`src/rtl/imem_stream_loader.sv`:
```
`default_nettype none
// ============================================================================
// Module  : imem_stream_loader
// Brief   : Writes a valid/ready stream of instruction words to consecutive
//           IMEM addresses and holds the CPU in reset until loading completes.
// Rev     : 1.0
// ============================================================================
module imem_stream_loader #(
  parameter int DATA_W        = 32,
  parameter int ADDR_W        = 10,
  parameter int BASE_ADDR     = 0,
  parameter int RELEASE_DELAY = 4
) (
  input  logic              clk,
  input  logic              rst,
  input  logic              start,
  input  logic              in_valid,
  input  logic [DATA_W-1:0] in_data,
  input  logic              in_last,
  output logic              in_ready,
  output logic              wr_en,
  output logic [ADDR_W-1:0] wr_addr,
  output logic [DATA_W-1:0] wr_data,
  output logic              cpu_rst,
  output logic              busy,
  output logic              done,
  output logic              overflow_err,
  output logic [ADDR_W:0]   word_count
);

  localparam int                 c_dly_w     = $clog2(RELEASE_DELAY + 1);
  localparam logic [c_dly_w-1:0] c_dly       = c_dly_w'(RELEASE_DELAY);
  localparam logic [c_dly_w-1:0] c_dly_one   = c_dly_w'(1);
  localparam logic [ADDR_W-1:0]  c_base      = ADDR_W'(BASE_ADDR);
  localparam logic [ADDR_W-1:0]  c_last_addr = '1;

  typedef enum logic [2:0] {
    S_IDLE    = 3'd0,
    S_LOAD    = 3'd1,
    S_RELEASE = 3'd2,
    S_RUN     = 3'd3,
    S_ERROR   = 3'd4
  } state_t;

  state_t              r_state;
  state_t              w_next;
  logic                w_hs;
  logic                w_start_load;
  logic [ADDR_W-1:0]   r_ptr;
  logic [c_dly_w-1:0]  r_cnt;
  logic                r_wr_en;
  logic [ADDR_W-1:0]   r_wr_addr;
  logic [DATA_W-1:0]   r_wr_data;
  logic                r_cpu_rst;
  logic                r_busy;
  logic                r_done;
  logic                r_overflow_err;
  logic [ADDR_W:0]     r_word_count;

  assign in_ready     = (r_state == S_LOAD);
  assign w_hs         = in_valid && in_ready;
  assign wr_en        = r_wr_en;
  assign wr_addr      = r_wr_addr;
  assign wr_data      = r_wr_data;
  assign cpu_rst      = r_cpu_rst;
  assign busy         = r_busy;
  assign done         = r_done;
  assign overflow_err = r_overflow_err;
  assign word_count   = r_word_count;

  always_ff @(posedge clk or negedge rst) begin
    if (!rst) begin
      r_state <= S_IDLE;
    end else begin
      r_state <= w_next;
    end
  end

  always_comb begin
    w_next       = r_state;
    w_start_load = 1'b0;
    case (r_state)
      S_IDLE, S_RUN, S_ERROR: begin
        if (start) begin
          w_next       = S_LOAD;
          w_start_load = 1'b1;
        end
      end
      S_LOAD: begin
        if (w_hs) begin
          // A final word at the top address is a legal fit, not an overflow.
          if (in_last) begin
            w_next = S_RELEASE;
          end else if (r_ptr == c_last_addr) begin
            w_next = S_ERROR;
          end
        end
      end
      S_RELEASE: begin
        if (r_cnt == c_dly_one) begin
          w_next = S_RUN;
        end
      end
      default: w_next = S_IDLE;
    endcase
  end

  always_ff @(posedge clk or negedge rst) begin
    if (!rst) begin
      r_ptr          <= c_base;
      r_cnt          <= '0;
      r_wr_en        <= 1'b0;
      r_wr_addr      <= c_base;
      r_wr_data      <= '0;
      r_word_count   <= '0;
      r_cpu_rst      <= 1'b1;
      r_busy         <= 1'b0;
      r_done         <= 1'b0;
      r_overflow_err <= 1'b0;
    end else begin
      r_wr_en <= w_hs;
      if (w_hs) begin
        r_wr_addr    <= r_ptr;
        r_wr_data    <= in_data;
        r_word_count <= r_word_count + (ADDR_W + 1)'(1);
        if (r_ptr != c_last_addr) begin
          r_ptr <= r_ptr + ADDR_W'(1);
        end
      end
      if (w_start_load) begin
        r_ptr        <= c_base;
        r_word_count <= '0;
      end
      if (w_hs && in_last) begin
        r_cnt <= c_dly;
      end else if (r_state == S_RELEASE) begin
        r_cnt <= r_cnt - c_dly_one;
      end
      // Status flags follow the state being entered so they line up with it.
      r_cpu_rst      <= (w_next != S_RUN);
      r_busy         <= (w_next == S_LOAD) || (w_next == S_RELEASE);
      r_done         <= (w_next == S_RUN);
      r_overflow_err <= (w_next == S_ERROR);
    end
  end

endmodule
`default_nettype wire

```
`config.mk`:
```
export PLATFORM = sky130hd
export DESIGN_NAME = imem_stream_loader
export DESIGN_NICKNAME = d
export VERILOG_FILES = /design/src/rtl/imem_stream_loader.sv
export SDC_FILE = /design/constraint.sdc
export NUM_CORES = 1
export LEC_CHECK = 0
export BUFFER_PORTS_ARGS = -buffer_cell sky130_fd_sc_hd__clkbuf_2
export CAP_MARGIN = 20
export CORE_UTILIZATION = 40
export CTS_BUF_LIST = sky130_fd_sc_hd__clkbuf_8
export DETAILED_ROUTE_END_ITERATION = 8
export PLACE_DENSITY = 0.63
export SLEW_MARGIN = 20
export SYNTH_ARGS = -nofsm -noshare
export SYNTH_HDL_FRONTEND = slang
export SYNTH_SLANG_ARGS = --single-unit
```
`constraint.sdc`:
```
create_clock -name clk -period 1.6 [get_ports clk]
set_clock_uncertainty 0.05 [all_clocks]
set_input_delay 0.08 -clock clk [delete_from_list [all_inputs] [get_ports clk]]
set_output_delay 0.08 -clock clk [all_outputs]
set_load 0.01 [all_outputs]
```
==> out/metrics.cfg <==
[floorplanning]
coreArea_um2=7687
die_y_um=90.98
floorplan.die.width_um=90.98
fp.dieArea_um2=8276
placementRows=32
top_ports=96
floorplan.initialDensity=0.4119

[power]
power.density_nw_per_um2=1452
static_power_due_to_leakage_nw=2.447
vdd.ir_drop.worst_uv=575.7
total_power_mw=6.657

[min_path]
timing.hold.worst.start=in_valid
timing.hold.worst_path_depth=3
whs_endpoint=r_state[1]
hp-class=in2reg

[clock_tree]
clk_latency_ns=0.35
clk_transition_reported_paths_ns=0.07
cts_sinks=74
clockBufferDepth=2
numCtsBuffers=9
cts-root-buf=sky130_fd_sc_hd__clkbuf_8
clock_tree.htree_level_count=3
tritoncts=yes

[setup_path]
max_stage_delay_ns=0.55
regToRegStartpoint=r_state[2]
worst-r2r-cell-count=5
path_max_fanout=5
critical_path.slowest_cell=sky130_fd_sc_hd__or4_4
regToRegEndpoint=r_ptr[7]
reg2reg_setup_slack_ns=-0.03
setup.worst_path.start_class=flop
worstPathCellList=nand4bb_4 > inv_4 > nand4_4 > or4_4 > a21oi_2
end_kind=flop
critical_path_arrival_ns=1.86
timing_worst_setup_path_type=reg2reg
worst-endpoint-required_ns=1.83

[drt]
drc_errors=0
via_count_of_the_routed_design=2891
remaining_number_of_nets_flagged_by_the_antenna_check_after_routing=0
dr.pass1.iters=4
routed_wirelength_mm=7.958
wl_per_cell_um=13.29
avgViaCountPerCell=4.826
initialDrtViolationCount=125

[global_routing]
number_of_global_route_vias_before_repair=2793
wire_length_of_the_first_global_routing_pass_mm=13.14
grt_util_all_layers=0.2042
initial_antenna_violation_count=0
grt_max_degree=40
grt.overflow.total=0

[status]
outcome=finished, violations left
violations=setup timing

[finish]
layout.nets=535
final_layout_size_suffix_gt1_frac=0.3159
area_growth_syn_to_layout_pct=44.77
num_antenna_cells=0
stdcell_count=599

[timing]
finalSetupViolations=1
rel_slew_slack=0.6506
final_max_slew_viol_count=0
worst_pin_slew_ns=0.5241
unrepaired_setup_endpoints_after_global_routing=yes
fmax_mhz=612.2
worst_slack_ns=-0.03346
whs_ns=0.03387
final-hold-violation-count=0
timing.final.crit_period_ns=1.633
finalCritPeriodShare=1.021

[synth]
syn_nets=375
postSynthRegisterBits=74
avgSynthCellArea_um2=9.481
synthCells=334
synthesis.area_um2=3167
yosysWarnings=0
synth_cell_types=40
ys_seq_area_frac=0.5851

[placement]
dp.cells=546
port_buffers=95
routabilityCongestion=0.8090
post-dp-hpwl_mm=5.092

[job]
max-cap-violations=0

logic make-up (layout without fill, tap and decap cells):
logic type | Yosys count | count (layout) | synth area share
AND/OR/NAND/NOR | 191 | 191 | 0.2667
XOR/XNOR | 11 | 11 | 0.03042
AO/OA/AOI/OAI | 26 | 26 | 0.05610
buffers and inverters | 23 | 186 | 0.02963
adder cells (fa/ha/maj) | 4 | 4 | 0.01580
flip-flops | 74 | 74 | 0.5851
multiplexers | 5 | 5 | 0.01620
state kept, by name (all words and copies together) (netlist names):
name,cells
busy,1
cpu_rst,1
done,1
overflow_err,1
r_cnt,3
r_ptr,10
r_state,3
word_count,11
wr_addr,10
wr_data,32
wr_en,1
where the power goes:
part / total [mW] / switching (mW) / leakage (nW) / internal, mW
registers: 2.75 / 0.309 / 0.961 / 2.44
logic: 2.58 / 1.45 / 1.39 / 1.12
clock network: 1.33 / 0.645 / 0.0936 / 0.689
total: 6.66 / 2.41 / 2.45 / 4.25
layout by cell type (no fill, tap or decap), drive strengths merged, types with 5 or more instances in the layout:
master	Yosys	layout
dfrtp	73	73
xnor2	7	7
nand4	11	11
nor3	5	5
buf	12	36
nand2	143	143
nor2	11	11
inv	7	10
a21oi	8	8
dlygate4sd3	0	34
clkbuf	3	103
o21ai	5	5
worst max-delay path, delay by kind of cell, from the launching register on:
family / cells / cell delay [ns]
buf+inv: 1 / 0.11
simple gates: 3 / 0.90
compound gates: 1 / 0.13
flops: 1 / 0.38
synthesized netlist by cell type:
| library cell | n | area [µm²] |
|---|---|---|
| sky130_fd_sc_hd__nand2_1 | 143 | 536.8 |
| sky130_fd_sc_hd__dfrtp_1 | 73 | 1827 |
| sky130_fd_sc_hd__nor2_1 | 11 | 41.29 |
| sky130_fd_sc_hd__nand4_1 | 10 | 62.56 |
| sky130_fd_sc_hd__a21oi_1 | 8 | 40.04 |
| sky130_fd_sc_hd__buf_1 | 7 | 26.28 |
| sky130_fd_sc_hd__inv_1 | 7 | 26.28 |
| sky130_fd_sc_hd__xnor2_1 | 7 | 61.31 |
| sky130_fd_sc_hd__buf_2 | 5 | 25.02 |
| sky130_fd_sc_hd__nor3_1 | 5 | 25.02 |
| sky130_fd_sc_hd__o21ai_0 | 5 | 25.02 |
| sky130_fd_sc_hd__and3_1 | 4 | 25.02 |
| sky130_fd_sc_hd__ha_1 | 4 | 50.05 |
| sky130_fd_sc_hd__mux2i_1 | 4 | 40.04 |
| sky130_fd_sc_hd__xor2_1 | 4 | 35.03 |
| sky130_fd_sc_hd__a211oi_1 | 3 | 22.52 |
| sky130_fd_sc_hd__and2_1 | 3 | 18.77 |
| sky130_fd_sc_hd__clkbuf_1 | 3 | 11.26 |
| sky130_fd_sc_hd__nand3_1 | 3 | 15.01 |
| sky130_fd_sc_hd__nor4_1 | 3 | 18.77 |
| sky130_fd_sc_hd__o311ai_0 | 2 | 17.52 |
| sky130_fd_sc_hd__o31ai_1 | 2 | 15.01 |
| sky130_fd_sc_hd__a2111oi_2 | 1 | 15.01 |
| sky130_fd_sc_hd__a211o_1 | 1 | 8.760 |
| sky130_fd_sc_hd__a21boi_0 | 1 | 7.510 |
| sky130_fd_sc_hd__and3b_1 | 1 | 8.760 |
| sky130_fd_sc_hd__and4_1 | 1 | 8.760 |
| sky130_fd_sc_hd__clkinv_2 | 1 | 5.000 |
| sky130_fd_sc_hd__dfstp_2 | 1 | 26.28 |
| sky130_fd_sc_hd__mux2_2 | 1 | 11.26 |
| sky130_fd_sc_hd__nand2b_1 | 1 | 6.260 |
| sky130_fd_sc_hd__nand3b_1 | 1 | 7.510 |
| sky130_fd_sc_hd__nand4_4 | 1 | 21.27 |
| sky130_fd_sc_hd__nand4bb_4 | 1 | 27.53 |
| sky130_fd_sc_hd__nor3b_1 | 1 | 7.510 |
| sky130_fd_sc_hd__o21a_1 | 1 | 7.510 |
| sky130_fd_sc_hd__o21ba_2 | 1 | 10.01 |
| sky130_fd_sc_hd__o41ai_1 | 1 | 8.760 |
| sky130_fd_sc_hd__or3_1 | 1 | 6.260 |
| sky130_fd_sc_hd__or4_1 | 1 | 7.510 |
cell type report:
| type | instances | area, µm² |
|---|---|---|
| clock buffer | 9 | 123.9 |
| clock inverter | 5 | 50.05 |
| fill | 669 | 3103 |
| inverter | 8 | 32.53 |
| multi-input combinational | 237 | 1280 |
| sequential | 74 | 1853 |
| tap | 102 | 127.6 |
| timing repair buffer | 164 | 1117 |
layer usage:
metal | wire (µm) | vias up | track usage
li1 | - | 1413 | -
met1 | 3680 | 1380 | 0.2591
met2 | 3758 | 92 | 0.3359
met3 | 442 | 6 | 0.04941
met4 | 77 | 0 | 0.08333
met5 | 0 | - | 0
repair_timing:
action	CTS	global route
hold endpoints to repair	72	0
hold buffers	34	0
resized for setup	4	12
buffers inserted	0	6
setup endpoints to repair	6	12
pin swaps	0	7
through the flow:
stage	setup TNS [ns]	setup slack (ns)	utilization	instance area (µm²)
final	-0.03346	-0.03346	0.5964	4584
after global routing	-0.5797	-0.1446	0.5964	4584
after CTS	-0.01423	-0.01423	0.5858	4503
after detailed placement	-0.04119	-0.02967	0.5151	3960
after global placement	0	0.01439	0.5151	3960
after floorplan	-0.008095	-0.008095	-	3167
worst max path at each step:
stage          startpoint              to  slack, ns  cells past startpoint
2_1_floorplan  r_state[2]        r_ptr[7]     -0.008                      5
3_5_place_dp   r_state[1]   word_count[9]      -0.03                      5
5_1_grt        r_state[2]        r_ptr[7]      -0.14                      6
3_3_place_gp   r_state[1]  word_count[10]       0.01                      5
4_1_cts        r_state[1]        r_ptr[7]      -0.01                      5
6_report       r_state[2]        r_ptr[7]      -0.03                      5
Note: power is estimated with default switching activity, not from simulation.
